[src/rtl/tetris_input_pkg.sv]
// -----------------------------------------------------------------------------
// tetris_input_pkg
// Shared types and constants for the Tetris input scheduler:
//   cmd_t        - command codes presented to the game logic
//   BTN_*        - bit positions of each button in the debounced level vector
//   REPEAT_MASK  - buttons that auto-repeat while held (left, right, soft drop)
//   PRIO_ORDER   - arbitration order, highest priority in the top 3-bit slice
//   pick_winner  - returns the index of the highest-priority pending button
//   btn_to_cmd   - maps a button index to its command code
// -----------------------------------------------------------------------------
package tetris_input_pkg;

  typedef enum logic [2:0] {
    CMD_NONE   = 3'd0,
    CMD_LEFT   = 3'd1,
    CMD_RIGHT  = 3'd2,
    CMD_ROTATE = 3'd3,
    CMD_SOFT   = 3'd4,
    CMD_HARD   = 3'd5
  } cmd_t;

  typedef enum logic [1:0] {
    REP_IDLE = 2'd0,
    REP_DAS  = 2'd1,
    REP_ARR  = 2'd2
  } rep_state_t;

  typedef enum logic {
    OUT_EMPTY = 1'b0,
    OUT_FULL  = 1'b1
  } out_state_t;

  localparam int unsigned NUM_BTN    = 5;
  localparam int unsigned BTN_LEFT   = 0;
  localparam int unsigned BTN_RIGHT  = 1;
  localparam int unsigned BTN_ROTATE = 2;
  localparam int unsigned BTN_SOFT   = 3;
  localparam int unsigned BTN_HARD   = 4;

  localparam logic [4:0] REPEAT_MASK = 5'b01011;

  // hard > rotate > left > right > soft (most significant slice wins)
  localparam logic [14:0] PRIO_ORDER = {3'(BTN_HARD), 3'(BTN_ROTATE), 3'(BTN_LEFT),
                                        3'(BTN_RIGHT), 3'(BTN_SOFT)};

  // Walk from lowest to highest priority so the last hit is the winner.
  function automatic logic [2:0] pick_winner(input logic [4:0] pend);
    logic [2:0] idx;
    logic [2:0] win;
    win = 3'd0;
    for (int k = 0; k < 5; k++) begin
      idx = PRIO_ORDER[3*k +: 3];
      if (pend[idx]) begin
        win = idx;
      end else begin
        win = win;
      end
    end
    return win;
  endfunction

  function automatic cmd_t btn_to_cmd(input logic [2:0] idx);
    return cmd_t'(idx + 3'd1);
  endfunction

endpackage

[src/rtl/tetris_input_scheduler_tick_gen.sv]
// -----------------------------------------------------------------------------
// tick_gen
// Free-running divider producing a one-cycle tick every CLK_HZ/TICK_HZ clocks,
// counted from the end of reset (same counter pattern as the debouncers).
// Ports:
//   clk   in  system clock
//   reset in  synchronous, active-high
//   tick  out one-cycle pulse per timebase period
// -----------------------------------------------------------------------------
module tick_gen #(
  parameter int unsigned CLK_HZ  = 100_000_000,
  parameter int unsigned TICK_HZ = 100
) (
  input  logic clk,
  input  logic reset,
  output logic tick
);

  localparam int unsigned DIV = CLK_HZ / TICK_HZ;
  localparam int unsigned CW  = (DIV > 1) ? $clog2(DIV) : 1;

  logic [CW-1:0] cnt_q;
  logic [CW-1:0] cnt_d;

  always_ff @(posedge clk) begin
    if (reset) begin
      cnt_q <= '0;
    end else begin
      cnt_q <= cnt_d;
    end
  end

  always_comb begin
    if (cnt_q == CW'(DIV - 1)) begin
      cnt_d = '0;
    end else begin
      cnt_d = cnt_q + CW'(1);
    end
  end

  assign tick = (cnt_q == CW'(DIV - 1));

endmodule

[src/rtl/tetris_input_scheduler.sv]
// -----------------------------------------------------------------------------
// tetris_input_scheduler
// Turns five debounced button levels into single game commands on a
// valid/ready handshake. Presses are edge-detected into one pending bit per
// button; left/right/soft additionally auto-repeat while held when the
// AUTO_REPEAT_EN macro is defined (otherwise each press yields one command).
// A fixed-priority arbiter feeds a one-entry output register.
// Ports:
//   clk       in  system clock
//   reset     in  synchronous, active-high
//   btn_db    in  [0] left [1] right [2] rotate [3] soft drop [4] hard drop
//   cmd_valid out a command is offered
//   cmd       out command code (0 none .. 5 hard)
//   cmd_ready in  game logic accepts the command
// -----------------------------------------------------------------------------
module tetris_input_scheduler
  import tetris_input_pkg::*;
#(
  parameter int unsigned CLK_HZ    = 100_000_000,
  parameter int unsigned TICK_HZ   = 100,
  parameter int unsigned DAS_TICKS = 17,
  parameter int unsigned ARR_TICKS = 5
) (
  input  logic       clk,
  input  logic       reset,
  input  logic [4:0] btn_db,
  output logic       cmd_valid,
  output logic [2:0] cmd,
  input  logic       cmd_ready
);

  logic [4:0] btn_q;
  logic [4:0] pend_q, pend_d;
  out_state_t out_state_q, out_state_d;
  cmd_t       cmd_q, cmd_d;

  logic [4:0] rise_s;
  logic [4:0] rep_set_s;
  logic [4:0] clr_s;
  logic       load_s;
  logic [2:0] win_s;

  // btn_q resets to all ones so a button held through reset is not a press
  assign rise_s = btn_db & ~btn_q;

  always_ff @(posedge clk) begin
    if (reset) begin
      btn_q  <= 5'b11111;
      pend_q <= 5'b00000;
    end else begin
      btn_q  <= btn_db;
      pend_q <= pend_d;
    end
  end

  // a set in the same cycle as the clear keeps the bit pending
  always_comb begin
    win_s  = pick_winner(pend_q);
    pend_d = (pend_q & ~clr_s) | (rise_s | rep_set_s);
  end

  // ---------------------------------------------------------------- output FSM
  always_ff @(posedge clk) begin
    if (reset) begin
      out_state_q <= OUT_EMPTY;
      cmd_q       <= CMD_NONE;
    end else begin
      out_state_q <= out_state_d;
      cmd_q       <= cmd_d;
    end
  end

  always_comb begin
    out_state_d = out_state_q;
    load_s      = 1'b0;
    case (out_state_q)
      OUT_EMPTY: begin
        if (|pend_q) begin
          out_state_d = OUT_FULL;
          load_s      = 1'b1;
        end else begin
          out_state_d = OUT_EMPTY;
        end
      end
      OUT_FULL: begin
        // back-to-back reload on the accepting cycle when more is pending
        if (cmd_ready && (|pend_q)) begin
          load_s = 1'b1;
        end else if (cmd_ready) begin
          out_state_d = OUT_EMPTY;
        end else begin
          out_state_d = OUT_FULL;
        end
      end
      default: begin
        out_state_d = OUT_EMPTY;
      end
    endcase
  end

  always_comb begin
    if (load_s) begin
      cmd_d = btn_to_cmd(win_s);
      clr_s = 5'b00001 << win_s;
    end else if (out_state_d == OUT_EMPTY) begin
      cmd_d = CMD_NONE;
      clr_s = 5'b00000;
    end else begin
      cmd_d = cmd_q;
      clr_s = 5'b00000;
    end
  end

  assign cmd_valid = (out_state_q == OUT_FULL);
  assign cmd       = cmd_q;

  // -------------------------------------------------------------- auto repeat
`ifdef AUTO_REPEAT_EN
  localparam int unsigned MAX_T = (DAS_TICKS > ARR_TICKS) ? DAS_TICKS : ARR_TICKS;
  localparam int unsigned CNT_W = $clog2(MAX_T + 1);

  logic tick_s;

  tick_gen #(
    .CLK_HZ (CLK_HZ),
    .TICK_HZ(TICK_HZ)
  ) u_tick_gen (
    .clk  (clk),
    .reset(reset),
    .tick (tick_s)
  );

  for (genvar i = 0; i < 5; i++) begin : g_rep
    if (REPEAT_MASK[i]) begin : g_fsm
      rep_state_t       state_q, state_d;
      logic [CNT_W-1:0] cnt_q, cnt_d;
      logic             rep_s;

      always_ff @(posedge clk) begin
        if (reset) begin
          state_q <= REP_IDLE;
          cnt_q   <= '0;
        end else begin
          state_q <= state_d;
          cnt_q   <= cnt_d;
        end
      end

      // release overrides everything and returns to IDLE
      always_comb begin
        state_d = state_q;
        cnt_d   = cnt_q;
        if (!btn_db[i]) begin
          state_d = REP_IDLE;
          cnt_d   = '0;
        end else begin
          case (state_q)
            REP_IDLE: begin
              if (rise_s[i]) begin
                state_d = REP_DAS;
                cnt_d   = CNT_W'(DAS_TICKS);
              end else begin
                state_d = REP_IDLE;
              end
            end
            REP_DAS, REP_ARR: begin
              if (tick_s && (cnt_q == CNT_W'(1))) begin
                state_d = REP_ARR;
                cnt_d   = CNT_W'(ARR_TICKS);
              end else if (tick_s) begin
                cnt_d = cnt_q - CNT_W'(1);
              end else begin
                cnt_d = cnt_q;
              end
            end
            default: begin
              state_d = REP_IDLE;
              cnt_d   = '0;
            end
          endcase
        end
      end

      always_comb begin
        rep_s = btn_db[i] && tick_s && (state_q != REP_IDLE) && (cnt_q == CNT_W'(1));
      end

      assign rep_set_s[i] = rep_s;
    end else begin : g_none
      assign rep_set_s[i] = 1'b0;
    end
  end
`else
  logic unused_cfg_s;

  assign rep_set_s    = 5'b00000;
  assign unused_cfg_s = ^{CLK_HZ, TICK_HZ, DAS_TICKS, ARR_TICKS};
`endif

endmodule

[config.mk]
export PLATFORM = sky130hd
export DESIGN_NAME = tetris_input_scheduler
export DESIGN_NICKNAME = d
export VERILOG_FILES = /design/src/rtl/tetris_input_pkg.sv /design/src/rtl/tetris_input_scheduler_tick_gen.sv /design/src/rtl/tetris_input_scheduler.sv
export SDC_FILE = /design/constraint.sdc
export NUM_CORES = 1
export LEC_CHECK = 0
export ABC_AREA = 0
export CAP_MARGIN = 5
export CORE_UTILIZATION = 35
export CTS_BUF_LIST = sky130_fd_sc_hd__clkbuf_2
export DETAILED_ROUTE_END_ITERATION = 10
export PLACE_DENSITY = 0.65
export SLEW_MARGIN = 20
export SYNTH_ARGS = -nofsm -noshare
export SYNTH_HDL_FRONTEND = slang
export SYNTH_SLANG_ARGS = --single-unit
[constraint.sdc]
create_clock -name clk -period 4.8 [get_ports clk]
set_clock_uncertainty 0.05 [all_clocks]
set_input_delay 0.96 -clock clk [delete_from_list [all_inputs] [get_ports clk]]
set_output_delay 0.96 -clock clk [all_outputs]
set_load 0.005 [all_outputs]
# Yosys cells after proc, flatten, opt, wreduce, memory -nomap -nowiden
# Index checks and enable logic that the tools add are counted.
[word_totals] ff_bits=14 in_bits=8 wordCells=29 output_inout_bits=4
[classes] bitwise_logic=6 shift=1 mux=14 n_eq_ne=1 n_reduce_logical=2 n_addsub=1
[op_table] operator="$mux W3" n=6
[op_table] operator="$and A5 B5 Y5" n=2
[op_table] operator="$not A5 Y5" n=2
[op_table] operator="$mux W5" n=1
[op_table] operator="$or A5 B5 Y5" n=1
[op_table] operator="$reduce_or A5 Y1" n=1
[op_table] operator="$shl A1 B3 Y5 const A" n=1
[op_table] operator="$mux W1" n=4
[op_table] operator="$pmux W1 S2" n=2
[op_table] operator="$add A3 B1 Y3 const B" n=1
[op_table] operator="$mux W2" n=1
[op_table] operator="$ne A2 B1 Y1 const B" n=1
[op_table] operator="$logic_and A1 B1 Y1" n=1
[op_table] operator="$not A1 Y1" n=1

# Logic depth before layout (Yosys ltp)
# Gate-level depths: netlist of run 1.
[logic_depth] word_depth=10 depth_mapped=8

# Worst setup path before layout of run 1
# Ideal clock, no wire load.
[synth_timing] kind="register to register" from="reg pend_q[4]" to="reg cmd_q[2], in the netlist cmd[2]" arrival_ns=1.499 slack_ns=3.154 required_ns=4.653 n_path_buf=0 stages_incl_launch_ff=6 cell_sequence="dfxtp_1 nor3_2 and2b_2 ha_1 ha_1 o41ai_4"
[synth_between] elab_chain_cells=5 word_cells_on_any_way=11 classes_between="add/sub (1); eq/ne (1); mux (7); reduce/logical (2)"
[synth_lines] element="start: declaration" line="tetris_input_scheduler.sv:33" text="logic [4:0] pend_q, pend_d;"
[synth_lines] element="start signal: assignment" line="tetris_input_scheduler.sv:52" text="pend_q <= pend_d;"
[synth_lines] element="$reduce_or A5 Y1" line="tetris_input_scheduler.sv:78, tetris_input_scheduler.sv:87"
[synth_lines] element="$logic_and A1 B1 Y1" line="tetris_input_scheduler.sv:87" text="if (cmd_ready && (|pend_q)) begin"
[synth_lines] element="$mux W1" line="tetris_input_scheduler.sv:87"
[synth_lines] element="$pmux W1 S2" line="tetris_input_scheduler.sv:76" text="case (out_state_q)"
[synth_lines] element="$ne A2 B1 Y1 (no line) or $mux W3 (tied branches)"
[synth_lines] element="end signal: assignment" line="tetris_input_scheduler.sv:69" text="cmd_q <= cmd_d;"
[synth_lines] element="end: declaration" line="tetris_input_scheduler.sv:35" text="cmd_t cmd_q, cmd_d;"
# Several ways; a longest one is shown, not always the timed one.
# A chain may end at the register's enable or synchronous reset.

# Final worst setup path of run 1
[layout_timing] from="in cmd_ready" to="reg cmd_q[2], in the netlist cmd[2]"
[layout_between] elab_chain_cells=4 word_cells_on_any_way=8 classes_between="eq/ne (1); mux (6); reduce/logical (1)"
[layout_lines] element="start: declaration" line="tetris_input_scheduler.sv:29" text="input logic cmd_ready"
[layout_lines] element="$mux W1 or $logic_and A1 B1 Y1 (tied branches)" line="tetris_input_scheduler.sv:89, tetris_input_scheduler.sv:87"
[layout_lines] element="$mux W1" line="tetris_input_scheduler.sv:87"
[layout_lines] element="$pmux W1 S2" line="tetris_input_scheduler.sv:76"
[layout_lines] element="$ne A2 B1 Y1 (no line) or $mux W3 (tied branches)"
# Several ways; a longest one is shown, not always the timed one.

==> reports/metrics.yaml, run 1 <==
run_status:
  outcome: "completed"
timing:
  setup_tns_ps: 0
  setup_viol_count_final: 0
  max_freq_mhz: 452
  rsz0062_at_grt: "no"
  timing.hold.ws_ps: 439
  timing.final.crit_period_ps: 2210
  fin_crit_sh_pct: 46.1
  slew_headroom_pct: 45.0
  hold_viol: 0
  slew_violations: 0
  worst_pin_slew_ps: 823
clock_network:
  cts_sinks: 14
  cts_root_buf: "clkbuf_2"
  ctsLongestPathBuffers: 2
  htree_levels: 1
  cts.hold.buffers_added: 0
  ctsResizeCount: 0
  cts_tree: "yes"
  worstSkewPairLatency_ps: 270
  clk_pin_slew_ps: 140
  post_cts_buffers: 0
  numCtsBuffers: 3
worst_setup_path:
  path_buf_inv: 1
  cp_slowest_cell: "nor2b_1"
  rr_endpoint: "cmd[2]$_SDFFE_PP0P_"
  reg2reg_from: "pend_q[4]$_SDFF_PP0_"
  cp_max_fo: 9
  crit_required_ps: 4940
  worstSetupEndpointType: "flip-flop"
  crit_type: "in -> reg"
  path_cells: "clkdlybuf4s50_1, nor2b_1, nand3b_1, o41ai_4"
  ff2ff_path_depth: 5
  cp.arrival_ps: 2350
  reg2reg_slack_ps: 3010
  start_kind: "input port"
  cp_top_family: "simple AND/OR/NAND/NOR gates"
  crit_path_max_incr_delay_ps: 650
global_routing:
  antenna_found_initial: 0
  grt_pass1_vias: 414
  grt-ovfl-total: 0
  grt_usage_pct: 12.9
  grt_first_pass_wirelength_um: 1810
  grt_max_degree: 17
synthesis:
  ys_types: 18
  synthesis.nets: 74
  synthesis.area_um2: 627
  postSynthAreaPerCell_um2: 10.1
  ys_ff_latch: 14
  yosysSeqAreaShare_pct: 44.7
  synth_warnings: 0
  synth_cells: 62
power:
  p_leak_nw: 0.317
  peakVddDrop_mv: 0.154
  p_total_mw: 0.219
  power_density_mw_per_mm2: 283
finish:
  nets: 88
  multiInputGateArea_um2: 315
  drive_gt1_share_pct: 18.7
  area_growth_pct: 23.4
  antennaDiodeCount: 0
  fillers: 156
  regArea_um2: 280
floorplan:
  dieArea_mm2: 0.00196
  start_util_pct: 39.3
  io-pin-count: 12
  num_rows: 14
  die_w_um: 44.3
  die_h_um: 44.3
  core_mm2: 0.00159
min_path:
  hold_class: "reg -> reg"
  min_from: "btn_q[0]$_SDFF_PP1_"
  whs_endpoint: "pend_q[0]$_SDFF_PP0_"
  holdPathStages: 2
detailed_routing:
  drc_errors: 0
  vias_per_cell: 4.62
  wire_per_inst_um: 9.47
  wl_um: 938
  dr_total_vias: 457
  drtPass1Iterations: 4
  ant_nets: 0
  drtIter0Drc: 6
placement:
  gp_congestion: 0.685
  dp_hpwl_um: 652
  portBuffers: 11
run:
  max_cap_violations: 0
## synth_stat cells, drive strengths merged
cell type	n	area, um2
inv	5	18.8
nor2	5	18.8
dfxtp	14	280
and2b	1	8.76
nand3b	2	15.0
ha	4	50.1
a21oi	7	35.0
nand2b	5	31.3
nor2b	2	12.5
a211oi	1	7.51
o21ai	2	10.0
nor3	1	10.0
o41ai	2	55.1
and2	1	8.76
buf	2	12.5
o31ai	2	15.0
or2	6	37.5
## stage by stage
stage	utilization (%)	worst slack, ps	area, um2	std cells
2_1_floorplan	-	3150	627	62
3_3_place_gp	47.3	2290	754	95
3_5_place_dp	47.3	2270	754	95
4_1_cts	48.5	2560	773	99
5_1_grt	48.5	2450	773	99
6_report	48.5	2590	773	99
## state kept, by name, indices dropped and copies added, names as in the netlist
register   count
btn_q          5
cmd_valid      1
cmd            3
pend_q         5
## layout make-up
type                            instances  area share (%)
Multi-Input combinational cell         41            40.8
Sequential cell                        14            36.2
Timing Repair Buffer                   11            14.2
Tap cell                               24            3.88
Inverter                                5            2.43
Clock buffer                            3            1.94
Clock inverter                          1           0.485
## logic make-up (layout without fill, tap and decap cells)
family                   after synthesis  after routing  synth area share (%)
AO/OA/AOI/OAI                         14             14                  19.6
adder cells (fa/ha/maj)                4              4                  7.98
buffers and inverters                  7             20                  4.99
AND/OR/NAND/NOR                       23             23                  22.8
flip-flops                            14             14                  44.7
## placed cells by master (no fill, tap or decap), drive strengths merged, types with 3 or more instances in the layout
cell type	instances
or2	6
nor2	5
clkdlybuf4s50	11
clkbuf	3
ha	4
a21oi	7
inv	5
dfxtp	14
nand2b	5
## per-layer routing
layer  GRT usage, %  wire (um)  vias up
li1               -          -      233
met1           17.3        476      210
met2           17.6        395       12
met3           3.67         46        2
met4           9.09         19        0
met5              0          0        -
## power breakdown
group	internal (mW)	switching (mW)	leakage [nW]	total, mW
sequential	0.123	0.00340	0.115	0.126
clock	0.0181	0.0380	0.0140	0.0561
combinational	0.0203	0.0162	0.187	0.0365
## worst reg2reg max path, stage by stage, from the launching register on
cell and delay [ps]:
dfxtp_1 500, nor3_2 100, and2b_2 230, ha_1 200, ha_1 300, o41ai_4 330
## worst max-delay path by stage
| stage | startpoint | endpoint | slack [ps] | cells past startpoint |
|---|---|---|---|---|
| after global routing | cmd_ready | cmd[2]$_SDFFE_PP0P_ | 2450 | 4 |
| after detailed placement | cmd_ready | cmd[2]$_SDFFE_PP0P_ | 2270 | 4 |
| after CTS | cmd_ready | cmd[1]$_SDFFE_PP0P_ | 2560 | 4 |
| after global placement | cmd_ready | cmd[1]$_SDFFE_PP0P_ | 2290 | 4 |
| after floorplan | pend_q[4]$_SDFF_PP0_ | cmd[2]$_SDFFE_PP0P_ | 3150 | 5 |
| final | cmd_ready | cmd[2]$_SDFFE_PP0P_ | 2590 | 4 |
No activity file was read; power rests on OpenSTA's default activity.
==> inputs of run 2 (changes only) <==
==> constraint.sdc (replaced) <==
create_clock -name clk -period 2.1 [get_ports clk]
set_clock_uncertainty 0.05 [all_clocks]
set_input_delay 0.42 -clock clk [delete_from_list [all_inputs] [get_ports clk]]
set_output_delay 0.42 -clock clk [all_outputs]
set_load 0.005 [all_outputs]
==> run 2 against run 1 <==
Net effect:
- register-to-register slack worse by 2600 ps
- sequential share of layout area fell by 0.86 points
- die area unchanged
- combinational power rose by 150%
- non-clock buffer count up 3
- clock power rose by 120%
- critical path depth is the same
- worst setup slack worse by 2200 ps
- total power increased by 130%
- core utilization rose by 1.2 points
- wire length grew 16%
- clock-buffer cell count stayed put
==> reports/metrics.yaml, run 2 (synthesized netlist as in run 1, its figures left out) <==
floorplan:
  num_rows: 14
  die_w_um: 44.3
  dieArea_mm2: 0.00196
  io-pin-count: 12
  die_h_um: 44.3
  start_util_pct: 39.3
  core_mm2: 0.00159
power:
  peakVddDrop_mv: 0.306
  p_leak_nw: 0.330
  power_density_mw_per_mm2: 631
global_routing:
  grt_max_degree: 10
  grt_first_pass_wirelength_um: 1970
  grt_pass1_vias: 463
  grt_usage_pct: 13.8
  antenna_found_initial: 0
  grt-ovfl-total: 0
timing:
  slew_violations: 0
  fin_crit_sh_pct: 83.1
  timing.hold.ws_ps: 444
  timing.final.crit_period_ps: 1750
  setup_tns_ps: 0
  setup_viol_count_final: 0
  hold_viol: 0
  setup_slack_ps: 355
  worst_pin_slew_ps: 875
  rsz0062_at_grt: "no"
  max_freq_mhz: 573
  slew_headroom_pct: 41.5
finish:
  finish.instance_area_um2: 792
  antennaDiodeCount: 0
  nets: 91
  final_cell_mix: "dfxtp_1, clkdlybuf4s50_1, a21oi_1"
  area_growth_pct: 26.3
  drive_gt1_share_pct: 22.1
  final_common_cell: "dfxtp_1"
  fillers: 150
  final_cells: 101
worst_setup_path:
  cp_slowest_cell: "nor2b_1"
  crit_type: "in -> reg"
  cp.arrival_ps: 1880
  path_cells: "clkdlybuf4s50_1, nor2b_1, nand3b_1, o41ai_4"
  crit_path_max_incr_delay_ps: 680
  crit_required_ps: 2240
  start_kind: "input port"
  worstSetupEndpointType: "flip-flop"
  cp_max_fo: 9
detailed_routing:
  dr_total_vias: 454
  drtPass1Iterations: 2
  wire_per_inst_um: 10.8
  ant_nets: 0
  drc_errors: 0
  drtIter0Drc: 6
  wl_um: 1090
  vias_per_cell: 4.50
clock_network:
  cts_root_buf: "clkbuf_2"
  numCtsBuffers: 3
  htree_levels: 1
  ctsLongestPathBuffers: 2
  cts_tree: "yes"
  post_cts_buffers: 0
  cts.hold.buffers_added: 0
  clk_pin_slew_ps: 130
  worstSkewPairLatency_ps: 270
  cts_sinks: 14
  ctsResizeCount: 0
placement:
  dpl_cell_area_um2: 777
  portBuffers: 11
  gp_congestion: 0.674
  dp_hpwl_um: 835
  pre_cts_ws_ps: 40.4
  post-place-cells: 98
run:
  max_cap_violations: 0
run_status:
  outcome: "completed"
min_path:
  hold_class: "reg -> reg"
run 2: critical path: cells and delay by family:
| kind | cells | cell delay, ps |
|---|---|---|
| compound gates | 1 | 100 |
| buf+inv | 1 | 410 |
| simple gates | 2 | 940 |
run 2: final cells by class:
type | instances | area [um2] | share of cell area, %
multi-input combinational | 41 | 315 | 39.8
sequential | 14 | 280 | 35.4
timing repair buffer | 14 | 133 | 16.7
tap | 24 | 30.0 | 3.79
inverter | 5 | 18.8 | 2.37
clock buffer | 3 | 15.0 | 1.90
run 2: report_power, final:
group	leakage, nW	internal [mW]	switching [mW]	total [mW]
registers	0.115	0.280	0.00704	0.287
logic	0.202	0.0498	0.0406	0.0904
clock network	0.0125	0.0390	0.0829	0.122
total	0.330	0.369	0.131	0.499
run 2: final timing paths:
kind	cells past startpoint	startpoint	slack (ps)	end
max reg2reg	5	pend_q[1]$_SDFF_PP0_	380	cmd[2]$_SDFFE_PP0P_
min reg2reg	2	btn_q[0]$_SDFF_PP1_	440	pend_q[0]$_SDFF_PP0_
min	2	btn_q[0]$_SDFF_PP1_	440	pend_q[0]$_SDFF_PP0_
max	4	cmd_ready	350	cmd[1]$_SDFFE_PP0P_
run 2: through the flow:
stage / power [mW] / utilization (%)
2_1_floorplan: 0.346 / -
3_5_place_dp: 0.385 / 48.7
4_1_cts: 0.506 / 49.7
5_1_grt: 0.527 / 49.7
6_report: 0.499 / 49.7
3_3_place_gp: 0.381 / 48.7
run 2: layer usage:
layer  track usage [%]  vias to the layer above  wire length (um)
li1                  -                      239                 -
met3              6.12                        0                69
met1              16.6                      204               498
met4              3.64                        0                 0
met5                 0                        -                 0
met2              22.4                       11               517
